## config.mk

```make
export PLATFORM = sky130hd
export DESIGN_NAME = register_1_flat
export DESIGN_NICKNAME = d
export VERILOG_FILES = /design/src/rtl/register_1_if.sv /design/src/rtl/register_1.sv /design/src/flat_wrapper.sv
export SDC_FILE = /design/constraint.sdc
export NUM_CORES = 1
export LEC_CHECK = 0
export ABC_AREA = 1
export BUFFER_PORTS_ARGS = -buffer_cell sky130_fd_sc_hd__buf_2
export CAP_MARGIN = 20
export CORE_MARGIN = 1
export CORE_UTILIZATION = 59
export DETAILED_ROUTE_END_ITERATION = 10
export GPL_TIMING_DRIVEN = 0
export PLACE_DENSITY_LB_ADDON = 0.12
export SYNTH_ARGS = -nofsm -noshare
export SYNTH_HDL_FRONTEND = slang
export SYNTH_SLANG_ARGS = --single-unit
```

## constraint.sdc

```tcl
create_clock -name clk -period 3.2 [get_ports clk]
set_input_delay 0.48 -clock clk [delete_from_list [all_inputs] [get_ports clk]]
set_output_delay 0.48 -clock clk [all_outputs]
set_load 0.02 [all_outputs]
```

## src/rtl/register_1_if.sv

```systemverilog
// rtl/register_1_if.sv - write/read port bundle for the 8x8 register file
interface register_1_if #(
    parameter int DATA_W = 8,
    parameter int ADDR_W = 3
);
    logic [DATA_W-1:0] OR2;
    logic [DATA_W-1:0] ALU_IN;
    logic [2:0]        mux_sel;
    logic [ADDR_W-1:0] reg_sel;
    logic [1:0]        enab;
    logic [ADDR_W-1:0] seg;
    logic [DATA_W-1:0] dataout_A;
    logic [DATA_W-1:0] dataout_B;

    modport master (
        output OR2, ALU_IN, mux_sel, reg_sel, enab, seg,
        input  dataout_A, dataout_B
    );

    modport slave (
        input  OR2, ALU_IN, mux_sel, reg_sel, enab, seg,
        output dataout_A, dataout_B
    );
endinterface

```

## src/rtl/register_1.sv

```systemverilog
// rtl/register_1.sv - 8x8 register file, one muxed write port, two registered read ports
module register_1 #(
    parameter int DATA_W = 8,
    parameter int NREGS  = 8
) (
    input  logic         clk,
    input  logic         rst,
    register_1_if.slave  bus
);
    localparam logic [1:0] OP_WRITE = 2'b01;
    localparam logic [1:0] OP_READ  = 2'b11;

    logic [DATA_W-1:0] regs [NREGS];
    logic [DATA_W-1:0] data_a_q;
    logic [DATA_W-1:0] data_b_q;
    logic [DATA_W-1:0] wdata;
    logic              wsrc_valid;
    logic              write_op;
    logic              read_op;

    // Unknown enab never matches an operation code, so it falls through to idle.
    always_comb begin
        write_op = 1'b0;
        read_op  = 1'b0;
        case (bus.enab)
            OP_WRITE: write_op = 1'b1;
            OP_READ:  read_op  = 1'b1;
            default: ;
        endcase
    end

    always_comb begin
        wdata      = '0;
        wsrc_valid = 1'b0;
        case (bus.mux_sel)
            3'b001: begin
                wdata      = regs[bus.reg_sel];
                wsrc_valid = 1'b1;
            end
            3'b010: begin
                wdata      = bus.OR2;
                wsrc_valid = 1'b1;
            end
            3'b011: begin
                wdata      = bus.ALU_IN;
                wsrc_valid = 1'b1;
            end
            default: ;
        endcase
    end

    always_ff @(posedge clk or posedge rst) begin
        if (rst) begin
            for (int i = 0; i < NREGS; i++) begin
                regs[i] <= '0;
            end
            data_a_q <= '0;
            data_b_q <= '0;
        end else begin
            if (write_op && wsrc_valid) begin
                regs[bus.seg] <= wdata;
            end
            if (read_op) begin
                data_a_q <= regs[bus.seg];
                data_b_q <= regs[bus.reg_sel];
            end
        end
    end

    assign bus.dataout_A = data_a_q;
    assign bus.dataout_B = data_b_q;
endmodule

```

## src/flat_wrapper.sv

```systemverilog
// flat-port wrapper written by rule: the top's interface ports become plain ports
module register_1_flat 
#(
    parameter int DATA_W = 8,
    parameter int NREGS  = 8
)
  (clk, rst, bus_OR2, bus_ALU_IN, bus_mux_sel, bus_reg_sel, bus_enab, bus_seg, bus_dataout_A, bus_dataout_B);
  register_1_if #(.DATA_W(DATA_W), .ADDR_W(3)) bus_i ();
  input  logic clk;
  input  logic rst;
  input wire logic [$bits(bus_i.OR2)-1:0] bus_OR2;
  input wire logic [$bits(bus_i.ALU_IN)-1:0] bus_ALU_IN;
  input wire logic [$bits(bus_i.mux_sel)-1:0] bus_mux_sel;
  input wire logic [$bits(bus_i.reg_sel)-1:0] bus_reg_sel;
  input wire logic [$bits(bus_i.enab)-1:0] bus_enab;
  input wire logic [$bits(bus_i.seg)-1:0] bus_seg;
  output wire logic [$bits(bus_i.dataout_A)-1:0] bus_dataout_A;
  output wire logic [$bits(bus_i.dataout_B)-1:0] bus_dataout_B;
  assign bus_i.OR2 = bus_OR2;
  assign bus_i.ALU_IN = bus_ALU_IN;
  assign bus_i.mux_sel = bus_mux_sel;
  assign bus_i.reg_sel = bus_reg_sel;
  assign bus_i.enab = bus_enab;
  assign bus_i.seg = bus_seg;
  assign bus_dataout_A = bus_i.dataout_A;
  assign bus_dataout_B = bus_i.dataout_B;
  register_1 #(.DATA_W(DATA_W), .NREGS(NREGS)) u_core (.clk(clk), .rst(rst), .bus(bus_i));
endmodule
```

### After elaboration in Yosys (flattened, before gate mapping)

Cells that the tools add are included.

| word-level totals | value |
|---|---|
| bits of input ports | 29 |
| word-level logic and storage cells | 36 |
| register bits | 80 |
| output and inout bits | 16 |

| operators by class | value |
|---|---|
| multiplexer cells | 13 |
| reductions and logical operators | 3 |
| eq/ne operators | 5 |
| bitwise operators | 2 |
| $lt $le $gt $ge | 3 |

Operator list:

| kind | count |
|---|---|
| bitwise mux 64 bit | 1 |
| binary-select mux 8 bit (select 3 bit) | 2 |
| two-way mux 8 bit | 5 |
| demux 8 bit (select 3 bit) | 1 |
| case mux 8 bit (3 select lines) | 1 |
| >= comparator 4 bit (second input constant) | 2 |
| NOT 3 -> 4 bit | 2 |
| equality test 3 x 2 -> 1 bit (second input constant) | 2 |
| < comparator 4 x 1 -> 1 bit (second input constant) | 1 |
| equality test 3 x 1 -> 1 bit (second input constant) | 1 |
| two-way mux 1 bit | 3 |
| OR reduction 3 bit | 1 |
| equality test 2 x 1 -> 1 bit (second input constant) | 1 |
| equality test 2 bit (second input constant) | 1 |
| logical AND 1 bit | 2 |

### Longest topological paths before layout

| logic depth | value |
|---|---|
| depth in word-level cells | 6 |
| depth in mapped cells | 10 |

### Worst setup path before layout

No wires, ideal clock.

| timing | value |
|---|---|
| path kind | input to register |
| start point | in bus_reg_sel[0] |
| end point | reg u_core.regs[14] in the netlist's numbering |
| path slack | 1.699 ns |
| cell stages on the path | 10 |
| buffers on the path | 2 |
| library setup time | 0.117 ns |
| data arrival time | 1.384 ns |
| data required time | 3.083 ns |
| path through | buf_2 > inv_2 > buf_2 > nand2_1 > nand3_1 > nand3_1 > nand3_1 > nand2_1 > nand2_1 > nand2_1 |

| on the way | value |
|---|---|
| cells in the longest elaborated chain, start to end | 6 |

Ends and longest elaborated chain:

| what | RTL line | text |
|---|---|---|
| start, declared | flat_wrapper.sv:14 | `input wire logic [$bits(bus_i.reg_sel)-1:0] bus_reg_sel;` |
| NOT 3 -> 4 bit (not written as such) | register_1.sv:37 | `wdata = regs[bus.reg_sel];` |
| binary-select mux 8 bit (select 3 bit) | register_1.sv:37 |  |
| two-way mux 8 bit (not written as such) (2 in series) | register_1.sv:37 |  |
| case mux 8 bit (3 select lines) | register_1.sv:35 | `case (bus.mux_sel)` |
| bitwise mux 64 bit | register_1.sv:61 | `regs[bus.seg] <= wdata;` |
| end signal, assigned by index | register_1.sv:61 |  |
| end, declared | register_1.sv:13 | `logic [DATA_W-1:0] regs [NREGS];` |

Every way passes these cells. The select of a mux whose other input is x is not followed.
A chain may end at the register's enable or synchronous reset.

### Final worst setup path

| timing | value |
|---|---|
| start point | in bus_reg_sel[0] |
| end point | reg u_core.regs[13] in the netlist's numbering |

Same word-level chain as after synthesis.

==> impl_results.rst <==
.. list-table::
   :header-rows: 1

   * - Metric
     - Value
   * - Maximum resistive drop on vdd
     - 0.000247 V
   * - Vertical die dimension
     - 90.2 um
   * - Final worst path period share
     - 55.9%
   * - Synthesized instance count
     - 661
   * - Sum of net half-perimeters after detailed placement
     - 10,200 um
   * - Number of antenna violations at the first check in global routing
     - 0
   * - Die Area
     - 8130 um^2
   * - Maximum number of buffers from clock root to sink
     - 2
   * - Clock tree from TritonCTS
     - done
   * - Crit-path max cell delay
     - 0.34 ns
   * - Placer congestion estimate
     - 0.994
   * - Clock tree sinks
     - 80
   * - Routed wire length
     - 13,900 um
   * - Number of vias in the routed layout
     - 4,637
   * - Share of cells above drive strength 1
     - 14.7%
   * - Clk pin slew, worst setup/hold paths
     - 0.09 ns
   * - Remaining Overflow, GRT
     - 0
   * - Post-layout net count
     - 743
   * - Post-synthesis cell type count
     - 21
   * - Crit path arrival time
     - 2.05 ns
   * - Combined flip-flop and latch cell area
     - 2000 um^2
   * - Met2 routed wirelength
     - 6320 um
   * - Setup repair after global routing missed its margin
     - no
   * - Hold_buf cts
     - 0
   * - Actual transition at the worst max-transition pin
     - 0.561 ns
   * - Design Area, Final
     - 5130 um^2
   * - Setup TNS Final
     - 0 ns
   * - Final hold violation count
     - 0
   * - Number of nets produced by synthesis
     - 690
   * - Residual DRC
     - 0
   * - Maximum capacitance violations
     - 0
   * - Post-layout min period
     - 1.79 ns
   * - Number of levels the H-tree was split into
     - 3
   * - Max-slew headroom at the worst pin
     - 62.4%
   * - Routed met1 length
     - 5640 um
   * - Count of final setup violators
     - 0
   * - Core outline area
     - 7370 um^2
   * - Post-route ant nets
     - 0
   * - Vias in the first global route
     - 4,352
   * - Ys Warns
     - 0
   * - Final-layout worst hold slack
     - 0.137 ns
   * - DP Area
     - 4940 um^2
   * - Worst hold-check path type
     - input pin to async pin
   * - Root cell of the clock tree
     - clkbuf_8
   * - Initial standard-cell utilization of the core
     - 62.2%
   * - Post-layout util
     - 69.6%
   * - Synth-to-layout area growth
     - 11.8%
   * - Summed instance area of the synthesized netlist
     - 4590 um^2
   * - GRT Resource Usage Total
     - 36.4%
   * - Startpoint Class
     - input pin
   * - Antenna diode instance count
     - 0
   * - Layout filler cell count
     - 675
   * - Global-route wire length before repair
     - 22,500 um
   * - Number of max-slew violations in the final report
     - 0
   * - Most used cells in the layout excluding fill and tap cells
     - 297 x nand2_1, 80 x dfrtp_1, 64 x nand3_1
   * - Share of synthesized area occupied by flip-flops and latches
     - 43.6%
   * - Clock insertion delay at the later pin of the skew report
     - 0.37 ns
   * - Dpl cells
     - 802
   * - Met3 WL
     - 1400 um
   * - Worst path setup slack after routing
     - 1.41 ns
   * - Cell occurring most often along the worst timing path
     - nand2_1
   * - Buffers added on ports
     - 41
   * - Crit-path slowest cell
     - nand2_1
   * - Pin count of the biggest net entering global routing
     - 42
   * - Run status
     - finished, final reports clean
   * - Area of the multi-input gates
     - 2200 um^2
   * - Syn avg cell area
     - 6.94 um^2
   * - Flops & latches, synth
     - 80
   * - Achievable clock frequency
     - 559 MHz
   * - Via/cell ratio
     - 5.67
   * - Worst clock skew
     - 0.00986 ns
   * - Number of violations reported at the end of detailed-routing iteration 0
     - 442
   * - Number of gates given a new drive strength after cts
     - 0
   * - Avg WL per Cell
     - 17.0 um
   * - Setup Buffers After CTS
     - 0
   * - Count of pins on the block boundary
     - 45
   * - Crit path max fanout
     - 10
   * - Critical Setup Path Class
     - input pin to register
   * - Pwr Total
     - 2.39 mW
   * - Post-layout instance count excluding filler cells
     - 818
   * - Topmost layer with routed signal wires
     - met4
   * - Drt pass-1 iters
     - 6
   * - Die W
     - 90.2 um
   * - Number of buffers inserted during clock tree synthesis
     - 9
   * - Leakage Power
     - 2.92 nW
   * - Required @ worst endpoint
     - 3.46 ns
   * - Crit-path cells
     - buf_2, inv_2, buf_2, nand2_1, nand3_1, nand3_1, nand3_1, nand2_1, nand2_1, nand2_1
   * - Power Density
     - 465 nW/um^2
   * - Number of standard-cell rows in the floorplan
     - 31
   * - Most common cell after layout, fill and taps aside
     - nand2_1
   * - Placement-stage worst setup slack
     - 1.14 ns
   * - Endpoint class of the critical path
     - register
## cells in the mapped netlist
cell type / n / area [um^2]
o211ai_1: 9 / 67.6
inv_1: 60 / 225
a22oi_1: 8 / 60.1
buf_2: 14 / 70.1
nand2_4: 2 / 22.5
a21oi_1: 22 / 110
nor3_4: 1 / 16.3
nand2_1: 297 / 1110
o21bai_1: 1 / 7.51
o21ai_0: 22 / 110
o21ai_1: 2 / 10.0
nor2_8: 8 / 160
nor2_1: 43 / 161
dfrtp_1: 80 / 2000
clkinv_1: 1 / 3.75
nand3_1: 64 / 320
nor3_2: 3 / 30.0
nor2_2: 1 / 6.26
nand2_2: 1 / 6.26
clkbuf_1: 5 / 18.8
inv_2: 17 / 63.8
## path summary, 6_finish.rpt
kind                                 start                      end  slack, ns  cells past startpoint
max                         bus_reg_sel[0]          u_core.regs[13]       1.41                     10
min                                    rst          u_core.regs[37]       0.14                      2
max reg2reg                u_core.regs[37]          u_core.regs[13]       1.54                      8
min reg2reg                u_core.regs[38]          u_core.regs[38]       0.48                      2
max in group asynchronous              rst  u_core.bus.dataout_B[4]       2.46                      3
min in group clk           u_core.regs[38]          u_core.regs[38]       0.48                      2
## cell families after synthesis
kind of cell / Yosys count / synth area share [%]
DFF: 80 / 43.6
and+or+nand+nor: 420 / 40.1
AOI/OAI and AO/OA: 64 / 7.97
buffers and inverters: 97 / 8.32
## routing by layer
metal | track usage, % | vias up
met5 | 0 | -
met1 | 49.6 | 2157
li1 | - | 2165
met4 | 17.5 | 0
met3 | 7.53 | 43
met2 | 55.9 | 272
## flip-flops by register name, indices dropped and copies added (netlist names)
| name | count |
|---|---|
| u_core.regs | 64 |
| u_core.bus.dataout_A | 8 |
| u_core.bus.dataout_B | 8 |
## worst max-delay path: cells and delay by family
kind,cells,cell delay [ns]
AND/OR/NAND/NOR,7,1.05
buffers and inverters,3,0.49
## report_power, final
group          switching, mW  total (mW)  leakage [nW]  internal, mW
clock                  0.403       0.731        0.0882         0.328
sequential            0.0703        1.18          1.07          1.11
combinational          0.330       0.476          1.76         0.147
## area by class of cell
type | count | share of cell area [%]
plain buffers | 19 | 1.73
well taps | 99 | 2.41
inverters | 78 | 5.76
multi-input cells | 484 | 43.0
flip-flops and latches | 80 | 39.0
clock inverters | 5 | 0.780
clock buffers | 11 | 2.95
repair buffers | 42 | 4.39
(Power assumes the default switching activity.)
